[config.mk]
export PLATFORM = sky130hd
export DESIGN_NAME = hazard_controller
export DESIGN_NICKNAME = d
export VERILOG_FILES = /design/src/rtl/hazard_controller.sv
export SDC_FILE = /design/constraint.sdc
export NUM_CORES = 1
export LEC_CHECK = 0
export CORE_MARGIN = 8
export CORE_UTILIZATION = 49
export DETAILED_ROUTE_END_ITERATION = 16
export PLACE_DENSITY_LB_ADDON = 0.08
export SLEW_MARGIN = 20
export SYNTH_ARGS = -nofsm -noshare
export SYNTH_HDL_FRONTEND = slang
export SYNTH_SLANG_ARGS = --single-unit
[constraint.sdc]
create_clock -name clk_i -period 2.5 [get_ports clk_i]
set_input_delay 0.5 -clock clk_i [delete_from_list [all_inputs] [get_ports clk_i]]
set_output_delay 0.5 -clock clk_i [all_outputs]
set_load 0.01 [all_outputs]
[src/rtl/hazard_controller.sv]
`default_nettype none
// ============================================================================
// Module   : hazard_controller
// Purpose  : Stall/bubble/flush sequencing for load-use hazards, EX redirects
//            and multi-cycle data-memory waits, with saturating counters.
// Revision : 1.0  initial release
// ============================================================================
module hazard_controller #(
    parameter int unsigned CNT_W       = 32,
    parameter int unsigned MEM_TIMEOUT = 255
) (
    input  logic             clk_i,
    input  logic             rst_n_i,
    input  logic [4:0]       id_rs1_addr_i,
    input  logic [4:0]       id_rs2_addr_i,
    input  logic             id_rs1_used_i,
    input  logic             id_rs2_used_i,
    input  logic             id_ex_reg_wr_sig_i,
    input  logic [4:0]       id_ex_reg_wr_addr_i,
    input  logic [1:0]       id_ex_data_dest_i,
    input  logic             ex_branch_taken_i,
    input  logic             mem_req_i,
    input  logic             mem_ready_i,
    output logic             pc_stall_o,
    output logic             if_id_stall_o,
    output logic             id_ex_stall_o,
    output logic             ex_mem_stall_o,
    output logic             id_ex_bubble_o,
    output logic             mem_wb_bubble_o,
    output logic             if_id_flush_o,
    output logic             id_ex_flush_o,
    output logic             mem_timeout_o,
    output logic [CNT_W-1:0] stall_cnt_o,
    output logic [CNT_W-1:0] flush_cnt_o
);

    // Write-back source codes: ALU = 2'b00, MEM = 2'b01, PC = 2'b10.
    localparam logic [1:0]          c_DEST_MEM = 2'b01;
    localparam int unsigned         c_WAIT_W   = $clog2(MEM_TIMEOUT + 1);
    localparam logic [c_WAIT_W-1:0] c_WAIT_MAX = c_WAIT_W'(MEM_TIMEOUT);

    typedef enum logic [0:0] {
        ST_RUN      = 1'b0,
        ST_MEM_WAIT = 1'b1
    } state_t;

    state_t              r_state;
    logic [c_WAIT_W-1:0] r_wait_cnt;
    logic                r_timeout;
    logic [CNT_W-1:0]    r_stall_cnt;
    logic [CNT_W-1:0]    r_flush_cnt;

    logic w_wait;
    logic w_redirect;
    logic w_rs1_hit;
    logic w_rs2_hit;
    logic w_load_use;

    assign w_wait     = mem_req_i && !mem_ready_i;
    assign w_redirect = !w_wait && ex_branch_taken_i;
    assign w_rs1_hit  = id_rs1_used_i && (id_rs1_addr_i == id_ex_reg_wr_addr_i);
    assign w_rs2_hit  = id_rs2_used_i && (id_rs2_addr_i == id_ex_reg_wr_addr_i);

    // A redirect squashes the ID instruction, so its hazard is irrelevant.
    assign w_load_use = !w_wait && !ex_branch_taken_i && id_ex_reg_wr_sig_i
                        && (id_ex_data_dest_i == c_DEST_MEM)
                        && (id_ex_reg_wr_addr_i != 5'd0)
                        && (w_rs1_hit || w_rs2_hit);

    assign pc_stall_o      = rst_n_i && (w_wait || w_load_use);
    assign if_id_stall_o   = rst_n_i && (w_wait || w_load_use);
    assign id_ex_stall_o   = rst_n_i && w_wait;
    assign ex_mem_stall_o  = rst_n_i && w_wait;
    assign id_ex_bubble_o  = rst_n_i && w_load_use;
    assign mem_wb_bubble_o = rst_n_i && w_wait;
    assign if_id_flush_o   = rst_n_i && w_redirect;
    assign id_ex_flush_o   = rst_n_i && w_redirect;

    assign mem_timeout_o = r_timeout;
    assign stall_cnt_o   = r_stall_cnt;
    assign flush_cnt_o   = r_flush_cnt;

    always_ff @(posedge clk_i or negedge rst_n_i) begin
        if (!rst_n_i) begin
            r_state     <= ST_RUN;
            r_wait_cnt  <= '0;
            r_timeout   <= 1'b0;
            r_stall_cnt <= '0;
            r_flush_cnt <= '0;
        end else begin
            case (r_state)
                ST_RUN: begin
                    if (w_wait) begin
                        r_state <= ST_MEM_WAIT;
                    end
                end
                ST_MEM_WAIT: begin
                    if (!w_wait) begin
                        r_state    <= ST_RUN;
                        r_wait_cnt <= '0;
                    end else begin
                        // Counter parks at the limit; the flag keeps the history.
                        if (r_wait_cnt != c_WAIT_MAX) begin
                            r_wait_cnt <= r_wait_cnt + c_WAIT_W'(1);
                        end
                        if (r_wait_cnt >= c_WAIT_MAX - c_WAIT_W'(1)) begin
                            r_timeout <= 1'b1;
                        end
                    end
                end
                default: begin
                    r_state <= ST_RUN;
                end
            endcase

            if (pc_stall_o && (r_stall_cnt != {CNT_W{1'b1}})) begin
                r_stall_cnt <= r_stall_cnt + CNT_W'(1);
            end
            if (w_redirect && (r_flush_cnt != {CNT_W{1'b1}})) begin
                r_flush_cnt <= r_flush_cnt + CNT_W'(1);
            end
        end
    end

endmodule
`default_nettype wire
==> flow_summary.yaml <==
status:
  status: "finished clean"
routing:
  routed_via_density: 5.20
  ant_nets: 0
  finalWirelength_um: 9000
  avgRoutedWirePerCell_um: 15.1
  drc: 0
  dr_total_vias: 3112
  first_pass_iters: 4
  drt_first_iter_violations: 130
global_route:
  met1_usage_pct: 21.0
  use_met3_pct: 5.33
  grt_antenna_before_repair: 0
  track_usage_pct: 18.0
  grt_use_met2_pct: 31.0
  grt_pass1_wl_um: 15000
  gr-total-overflow: 0
  top_usage_layer: "met2"
  grt_max_degree: 75
  grt_pass1_vias: 3260
worst_setup_path:
  setup.worst_path.start: "id_ex_reg_wr_addr_i[2]"
  r2r_end: "stall_cnt_o[22]"
  setup.worst_path.start_class: "input port"
  path_max_fanout: 2
  rr_worst_depth: 7
  r2r_setup_slack_ps: 330
  crit_chain: "dlygate4sd2_1 -> or4_1 -> nor2_1 -> nor2_1 -> a21oi_2 -> inv_1 -> buf_2"
  arrival_ps: 1900
  cp_slowest_cell: "or4_1"
  cp.buffers_inverters: 3
  endpoint_kind: "output port"
  crit_path_frequent_cell: "nor2_1"
  slowest_delay_ps: 530
  cpLargestDelayFamily: "simple AND/OR/NAND/NOR gates"
  worstReg2RegStart: "stall_cnt_o[0]"
  worstSetupEndpoint: "if_id_stall_o"
  crit_type: "input port to output port"
  crit_required_ps: 2000
  crit_cells: 7
floorplanning:
  io_pins: 98
  rows: 31
  core-area_mm2: 0.00729
  start_util_pct: 51.0
  die-width_um: 103
  dieArea_mm2: 0.0106
  die_h_um: 103
synth:
  syn-num-nets: 392
  yosysWarnings: 0
  synth.top_cell.area_share_pct: 49.8
  synth_top_cell_by_area: "dfrtp_1"
  synth_top_family_by_area: "simple AND/OR/NAND/NOR gates"
  synth-edff-count: 0
  netlist_top_cells_area: "dfrtp_1 50%, xor2_1 9.2%, xnor2_1 8.9%"
  synth_xor_area_share_pct: 18.1
  synthMuxAreaShare_pct: 0.908
  yosysSeqAreaShare_pct: 49.8
  ys_seq_elements: 74
  synthesis.area_mm2: 0.00372
  yosys.area_share.adder_pct: 1.34
  syn_area_per_cell_um2: 10.3
  synth_compound_area_share_pct: 2.19
  syn_inst: 363
  ys_async_sr_fraction_pct: 100
  synth_cell_types: 40
  synth_ff_type: "dfrtp_1"
  synthSimpleGateAreaFrac_pct: 24.7
timing:
  max_slew.worst_pin.slew_ps: 915
  setup_tns_ps: 0
  slew_viol_final: 0
  fmax_ghz: 0.416
  fin_crit_sh_pct: 96.2
  finalHoldViolCount: 0
  final.setup_skew_ps: 12.6
  period_minus_slack_ps: 2400
  grt_setup_unrepaired: "false"
  max_slew_margin_pct: 39.0
  setup_viol: 0
clocking:
  cts_tree: "built"
  cts_num_sinks: 74
  ctsHtreeMaxLevel: 3
  clk_pin_slew_ps: 80
  clock_path_buffers: 2
  cts_root_buf: "clkbuf_8"
  clock_latency_ps: 330
  cts.hold.buffers_added: 0
  cts_made_buffers: 9
finish:
  final_cell_mix: "84 x clkdlybuf4s50_1, 74 x dfrtp_1, 39 x xor2_1"
  fin_nets: 523
  utilization_pct: 71.4
  drive_above_1_share_pct: 13.4
  n_antenna_cell: 0
  syn_to_final_growth_pct: 39.9
  final_common_cell: "clkdlybuf4s50_1"
run:
  cap_violations: 0
place:
  hpwl_um: 6820
  io_buffers: 97
  globalplace.congestion: 0.847
power:
  peakVddDrop_mv: 0.323
  total_power_mw: 2.91
  power_density_mw_per_mm2: 560
  total_leakage_power_nw: 2.36
worst_hold_path:
  hold_path_class: "input port to asynchronous set/reset pin"
worst min path at each step:
stage / endpoint / depth (start not counted)
after global placement: mem_timeout_o / 2
after floorplan: flush_cnt_o[0] / 0
after global routing: mem_timeout_o / 2
after detailed placement: mem_timeout_o / 2
after CTS: flush_cnt_o[19] / 2
final: r_state / 2
what timing repair did:
item                       4_1_cts  5_1_grt
setup endpoints to repair        8        4
resized for setup               21        3
buffers inserted                 1        1
pin swaps                        4        1
worst register-to-register path: stages, from the launching register on:
cell and delay (ps):
dfrtp_1 440, ha_1 190, nand3_1 160, nor3_2 320, nand2_1 80, or4_1 420, nor2_1 110, mux2_2 340
synthesized netlist by cell type, types with 2 or more instances:
cell type and number:
o21ai_0 2, xor2_1 39, a21oi_1 3, buf_4 6, and2_1 5, or2_2 2
xnor2_1 38, nor3_1 17, and3_1 6, nand2_1 34, nand4_1 17, ha_1 4
nor4_1 5, o41ai_1 2, and4_1 4, or4_1 2, nor2_1 35, dfrtp_1 74
inv_1 16, nor4_4 2, mux2_2 3, nand3_1 29
power breakdown:
group | switching (mW) | internal (mW) | total [mW]
combinational | 0.210 | 0.295 | 0.505
clock | 0.434 | 0.562 | 0.996
sequential | 0.128 | 1.29 | 1.41
total | 0.771 | 2.14 | 2.91
logic make-up after synthesis:
logic type,Yosys count
xor gates and xnor gates,77
adders and majority gates,4
and+or+nand+nor,170
DFF,74
AOI/OAI and AO/OA,12
muxes,3
buffers and inverters,23
flip-flops by register name (all words and copies together) (netlist names):
signal	flops
r_wait_cnt	8
mem_timeout_o	1
stall_cnt_o	32
r_state	1
flush_cnt_o	32
metrics by stage:
step | setup WS [ps] | cell area [µm²] | hold slack, ps | instances
floorplan | 236 | 3720 | 204 | 363
global placement | -489 | 4990 | 451 | 580
detailed placement | -541 | 4990 | 457 | 580
CTS | 19.9 | 5200 | 476 | 597
global route | 2.83 | 5200 | 498 | 598
finish | 96.0 | 5200 | 452 | 598
per-layer routing:
metal / part of all wire [%] / vias up
li1: - / 1503
met1: 41 / 1526
met2: 51 / 76
met3: 7.1 / 7
met4: 0.74 / 0
met5: 0 / -
cell type report:
class / instances / area [µm²]
clock buffer: 11 / 131
tap: 99 / 124
timing repair buffer: 127 / 1180
inverter: 16 / 60.1
multi-input combinational: 266 / 1780
fill: 594 / 2090
sequential: 74 / 1850
clock inverter: 5 / 78.8
Power figures use the tool's default switching activity.
